File: src/rtl/load_store_unit.sv
// Load/store unit: one request at a time, checks alignment and range, performs a
// single-cycle memory access and returns an extended load result with handshake.
module load_store_unit #(
    parameter int unsigned DEPTH = 2048
) (
    input  logic        clk,
    input  logic        rst,
    input  logic        req_valid,
    output logic        req_ready,
    input  logic        req_we,
    input  logic [2:0]  req_op,
    input  logic [31:0] req_addr,
    input  logic [31:0] req_wdata,
    output logic        resp_valid,
    input  logic        resp_ready,
    output logic [31:0] resp_data,
    output logic        resp_misaligned,
    output logic        resp_range_err,
    output logic        mem_wr,
    output logic [2:0]  mem_op,
    output logic [31:0] mem_addr,
    output logic [31:0] mem_wdata,
    input  logic [31:0] mem_rdata
);

    typedef enum logic [2:0] {
        IDLE    = 3'd0,
        ACCESS  = 3'd1,
        CAPTURE = 3'd2,
        RESP    = 3'd3
    } state_e;

    state_e      state_q, state_d;
    logic        we_q, we_d;
    logic [2:0]  op_q, op_d;
    logic        req_ready_q, req_ready_d;
    logic        resp_valid_q, resp_valid_d;
    logic [31:0] resp_data_q, resp_data_d;
    logic        mis_q, mis_d;
    logic        rng_q, rng_d;
    logic        mem_wr_q, mem_wr_d;
    logic [2:0]  mem_op_q, mem_op_d;
    logic [31:0] mem_addr_q, mem_addr_d;
    logic [31:0] mem_wdata_q, mem_wdata_d;

    logic [2:0]  size_m1;
    logic [32:0] last_byte;
    logic        req_mis;
    logic        req_rng;
    logic [31:0] load_ext;

    // Request checks; last byte is computed 33 bits wide so the top of the space cannot wrap.
    always_comb begin
        if (req_op[2]) begin
            size_m1 = 3'd3;
            req_mis = (req_addr[1:0] != 2'b00);
        end else if (req_op[1]) begin
            size_m1 = 3'd1;
            req_mis = req_addr[0];
        end else begin
            size_m1 = 3'd0;
            req_mis = 1'b0;
        end
        last_byte = {1'b0, req_addr} + 33'(size_m1);
        req_rng   = (last_byte >= 33'(DEPTH));
    end

    // Size/sign extension of the raw memory bytes.
    always_comb begin
        case (op_q)
            3'b000:  load_ext = {24'd0, mem_rdata[7:0]};
            3'b001:  load_ext = {{24{mem_rdata[7]}}, mem_rdata[7:0]};
            3'b010:  load_ext = {16'd0, mem_rdata[15:0]};
            3'b011:  load_ext = {{16{mem_rdata[15]}}, mem_rdata[15:0]};
            default: load_ext = mem_rdata;
        endcase
    end

    always_comb begin
        state_d     = state_q;
        we_d        = we_q;
        op_d        = op_q;
        resp_data_d = resp_data_q;
        mis_d       = mis_q;
        rng_d       = rng_q;
        mem_wr_d    = 1'b0;
        mem_op_d    = mem_op_q;
        mem_addr_d  = mem_addr_q;
        mem_wdata_d = mem_wdata_q;

        case (state_q)
            IDLE: begin
                if (req_valid && req_ready_q) begin
                    we_d  = req_we;
                    op_d  = req_op;
                    mis_d = req_mis;
                    rng_d = req_rng;
                    if (req_mis || req_rng) begin
                        state_d     = RESP;
                        resp_data_d = 32'd0;
                    end else begin
                        state_d     = ACCESS;
                        mem_wr_d    = req_we;
                        mem_op_d    = req_op;
                        mem_addr_d  = req_addr;
                        mem_wdata_d = req_wdata;
                    end
                end
            end
            ACCESS: begin
                if (we_q) begin
                    state_d     = RESP;
                    resp_data_d = 32'd0;
                end else begin
                    state_d = CAPTURE;
                end
            end
            CAPTURE: begin
                state_d     = RESP;
                resp_data_d = load_ext;
            end
            RESP: begin
                if (resp_ready) begin
                    state_d = IDLE;
                end
            end
            default: state_d = IDLE;
        endcase

        // Handshake flags are registered alongside the state they decode.
        req_ready_d  = (state_d == IDLE);
        resp_valid_d = (state_d == RESP);
    end

    always_ff @(posedge clk or posedge rst) begin
        if (rst) begin
            state_q      <= IDLE;
            we_q         <= 1'b0;
            op_q         <= 3'd0;
            req_ready_q  <= 1'b1;
            resp_valid_q <= 1'b0;
            resp_data_q  <= 32'd0;
            mis_q        <= 1'b0;
            rng_q        <= 1'b0;
            mem_wr_q     <= 1'b0;
            mem_op_q     <= 3'd0;
            mem_addr_q   <= 32'd0;
            mem_wdata_q  <= 32'd0;
        end else begin
            state_q      <= state_d;
            we_q         <= we_d;
            op_q         <= op_d;
            req_ready_q  <= req_ready_d;
            resp_valid_q <= resp_valid_d;
            resp_data_q  <= resp_data_d;
            mis_q        <= mis_d;
            rng_q        <= rng_d;
            mem_wr_q     <= mem_wr_d;
            mem_op_q     <= mem_op_d;
            mem_addr_q   <= mem_addr_d;
            mem_wdata_q  <= mem_wdata_d;
        end
    end

    assign req_ready       = req_ready_q;
    assign resp_valid      = resp_valid_q;
    assign resp_data       = resp_data_q;
    assign resp_misaligned = mis_q;
    assign resp_range_err  = rng_q;
    assign mem_wr          = mem_wr_q;
    assign mem_op          = mem_op_q;
    assign mem_addr        = mem_addr_q;
    assign mem_wdata       = mem_wdata_q;

endmodule

File: config.mk
export PLATFORM = sky130hd
export DESIGN_NAME = load_store_unit
export DESIGN_NICKNAME = d
export VERILOG_FILES = /design/src/rtl/load_store_unit.sv
export SDC_FILE = /design/constraint.sdc
export NUM_CORES = 1
export LEC_CHECK = 0
export ABC_CLOCK_PERIOD_IN_PS = 3400
export BUFFER_PORTS_ARGS = -buffer_cell sky130_fd_sc_hd__buf_2
export CAP_MARGIN = 10
export CORE_ASPECT_RATIO = 1.5
export CORE_MARGIN = 10
export CORE_UTILIZATION = 30
export DETAILED_ROUTE_END_ITERATION = 8
export PLACE_DENSITY = 0.55
export SYNTH_ARGS = -nofsm -noshare
export SYNTH_HDL_FRONTEND = slang
export SYNTH_SLANG_ARGS = --single-unit
File: constraint.sdc
create_clock -name clk -period 3.4 [get_ports clk]
set_input_delay 0.68 -clock clk [delete_from_list [all_inputs] [get_ports clk]]
set_output_delay 0.68 -clock clk [all_outputs]
set_load 0.1 [all_outputs]
==> results.sh <==
export IMPL_grt_overflow_total=0
export IMPL_finalMaxSlewViolations=0
export IMPL_die_area_mm2=0.0230
export IMPL_clock_skew_final_ns=0.00687
export IMPL_crit_path_cell_trace="buf_2 -> or2_4 -> ha_4 -> fa_2 -> nand3_2 -> nor4_2 -> a211o_1 -> a211oi_2 -> nand4_1 -> nor4_4 -> buf_6 -> clkbuf_16 -> buf_8 -> mux2_2"
export IMPL_setup_viol=0
export IMPL_fp_dieW_um=127
export IMPL_cts_sinks=111
export IMPL_post_synth_cell_area_avg_um2=10.3
export IMPL_slew_headroom=0.474
export IMPL_synth_main_ff_cell="dfrtp_1"
export IMPL_irDropWorstVdd_uv=775
export IMPL_numCtsBuffers=9
export IMPL_die_h_um=181
export IMPL_synth_warnings=0
export IMPL_ys_seq_area_frac=0.538
export IMPL_placed_area_mm2=0.00664
export IMPL_tritoncts="built"
export IMPL_finalWeightedCongestion=0.852
export IMPL_synthesis_area_mm2=0.00517
export IMPL_routed_via_density=4.85
export IMPL_nets=839
export IMPL_vias=4592
export IMPL_core_mm2=0.0168
export IMPL_fin_hold_ws_ns=0.331
export IMPL_grt_use_total=0.135
export IMPL_maxCapViolCount=0
export IMPL_routed_wl_mm=16.6
export IMPL_final_antenna_net_count=0
export IMPL_grt_max_degree=65
export IMPL_hold_viol=0
export IMPL_start_util=0.307
export IMPL_arrival_ns=3.52
export IMPL_num_antenna_cells=0
export IMPL_rsz0062_at_grt="true"
export IMPL_wl_per_cell_um=17.5
export IMPL_max_stage_delay_ns=0.40
export IMPL_fin_cells=947
export IMPL_worst_setup_path_start_kind="input port"
export IMPL_ys_types=49
export IMPL_io_buffers=207
export IMPL_ys_async_sr_fraction=1.00
export IMPL_clk_latency_ns=0.35
export IMPL_dr_pass1_iters=4
export IMPL_h_tree_depth=3
export IMPL_antenna_found_initial=0
export IMPL_synth_seq_cells=111
export IMPL_dp_cells=919
export IMPL_grt_pass1_vias=4884
export IMPL_power_density_mw_per_mm2=715
export IMPL_area_growth_pct=38.6
export IMPL_p_leak_nw=3.84
export IMPL_hold_path_class="in2async"
export IMPL_crit_required_ns=3.64
export IMPL_drt_iter0_drc=268
export IMPL_final_area_mm2=0.00716
export IMPL_clk_path_buf_depth=2
export IMPL_cp_slowest_cell="fa_2"
export IMPL_period_share=0.965
export IMPL_worst_pin_slew_ns=0.789
export IMPL_grt_pass1_wl_mm=25.5
export IMPL_syn_num_nets=607
export IMPL_path_buf_inv=4
export IMPL_pin_count=208
export IMPL_fin_crit_ns=3.28
export IMPL_layout_drive_gt1_share=0.431
export IMPL_run_status="completed"
export IMPL_clock_fmax_mhz=305
export IMPL_cts_root_buffer="clkbuf_16"
export IMPL_drc_errors=0
export IMPL_path_delay_family="simple AND/OR/NAND/NOR gates"
export IMPL_critPathMaxFanout=7
export IMPL_rows=58
export IMPL_cts_clk_slew_worst_paths_ns=0.08
export IMPL_post_dp_hpwl_mm=12.5
export IMPL_syn_inst=500
export IMPL_synth_edff_count=0
export IMPL_crit_path_end_kind="flop"
export IMPL_worstSetupPathType="in2reg"
==> cell families after synthesis <==
| logic type | count (synthesis) | synth area share |
|---|---|---|
| and+or+nand+nor | 156 | 0.158 |
| AOI/OAI and AO/OA | 124 | 0.137 |
| DFF | 111 | 0.538 |
| muxes | 50 | 0.108 |
| buffers and inverters | 48 | 0.0385 |
| xor gates and xnor gates | 7 | 0.0119 |
| adders and majority gates | 3 | 0.00871 |
| other | 1 | 0.000726 |
==> cell usage after synthesis (6+ instances only) <==
cell      instances  area share
dfrtp_1         110        0.53
a21oi_1          50       0.048
inv_1            19       0.014
mux2_2           37       0.081
nand4_1          15       0.018
clkbuf_1         20       0.015
nor2b_1          22       0.027
buf_2             6      0.0058
o21ai_0          47       0.046
nor2_1            9      0.0065
mux2_1           10       0.022
a22oi_1          10       0.015
nand2_1          64       0.046
nand3_1          13       0.013
==> metal layers <==
layer,up-vias,wire [µm],share of wire,track usage
li1,2245,-,-,-
met1,2165,6540,0.39,0.148
met2,167,8360,0.50,0.231
met3,15,1540,0.092,0.0568
met4,0,180,0.011,0.0361
met5,-,0,0,0
==> stage by stage <==
stage / setup TNS (ns) / power (mW) / util / setup WS (ns)
finish: 0 / 5.12 / 0.425 / 0.119
global route: -0.0652 / 5.38 / 0.425 / -0.0106
CTS: 0 / 5.19 / 0.414 / 0.104
detailed placement: -17.37 / 4.04 / 0.394 / -0.286
global placement: -13.15 / 4.01 / 0.394 / -0.211
floorplan: 0 / 3.56 / - / 0.00582
==> cell type report <==
class	count	area (µm²)
tap	210	263
clock buffer	10	239
multi-input combinational	341	2230
clock inverter	6	88.8
timing repair buffer	250	1480
inverter	19	75.1
fill	1656	9670
sequential	111	2780
==> state kept, by name, summed over array words and instances, names as in the netlist <==
register,count
mem_addr,32
mem_wdata,32
resp_data,32
mem_op,3
op_q,3
state_q,3
mem_wr,1
req_ready,1
resp_misaligned,1
resp_range_err,1
resp_valid,1
we_q,1
==> repair_timing <==
item	4_1_cts	5_1_grt
resized for setup	0	15
setup endpoints to repair	0	66
hold buffers	0	0
hold endpoints to repair	0	0
buffers inserted	0	7
==> placed cells by master (no fill, tap or decap), types with 5 or more instances in the layout <==
master and n:
nand4_1 15, and4_1 5, inv_1 18, a21oi_1 50
o21ai_0 47, buf_4 32, mux2_1 10, nor2_1 9
nand2_1 64, a22oi_1 9, nor2b_1 22, mux2_2 37
nand3_1 10, clkbuf_16 12, buf_2 207, dfrtp_1 110
==> power breakdown <==
| part | total, mW | internal [mW] | switching (mW) |
|---|---|---|---|
| combinational | 2.25 | 0.371 | 1.88 |
| clock | 1.12 | 0.611 | 0.511 |
| sequential | 1.75 | 1.54 | 0.211 |
==> final timing paths <==
check | start | end | slack (ns) | depth (start not counted)
setup / recovery | req_op[2] | mem_wdata[15]$_DFFE_PP0P_ | 0.12 | 14
hold / removal | rst | mem_wdata[4]$_DFFE_PP0P_ | 0.33 | 2
setup reg to reg | state_q[2]$_DFF_PP0_ | mem_wdata[15]$_DFFE_PP0P_ | 1.07 | 9
hold reg to reg | mem_wdata[5]$_DFFE_PP0P_ | mem_wdata[5]$_DFFE_PP0P_ | 0.49 | 1
max in group asynchronous | rst | req_ready$_DFF_PP1_ | 2.29 | 3
min in group clk | mem_wdata[5]$_DFFE_PP0P_ | mem_wdata[5]$_DFFE_PP0P_ | 0.49 | 1
(Power assumes the default switching activity.)
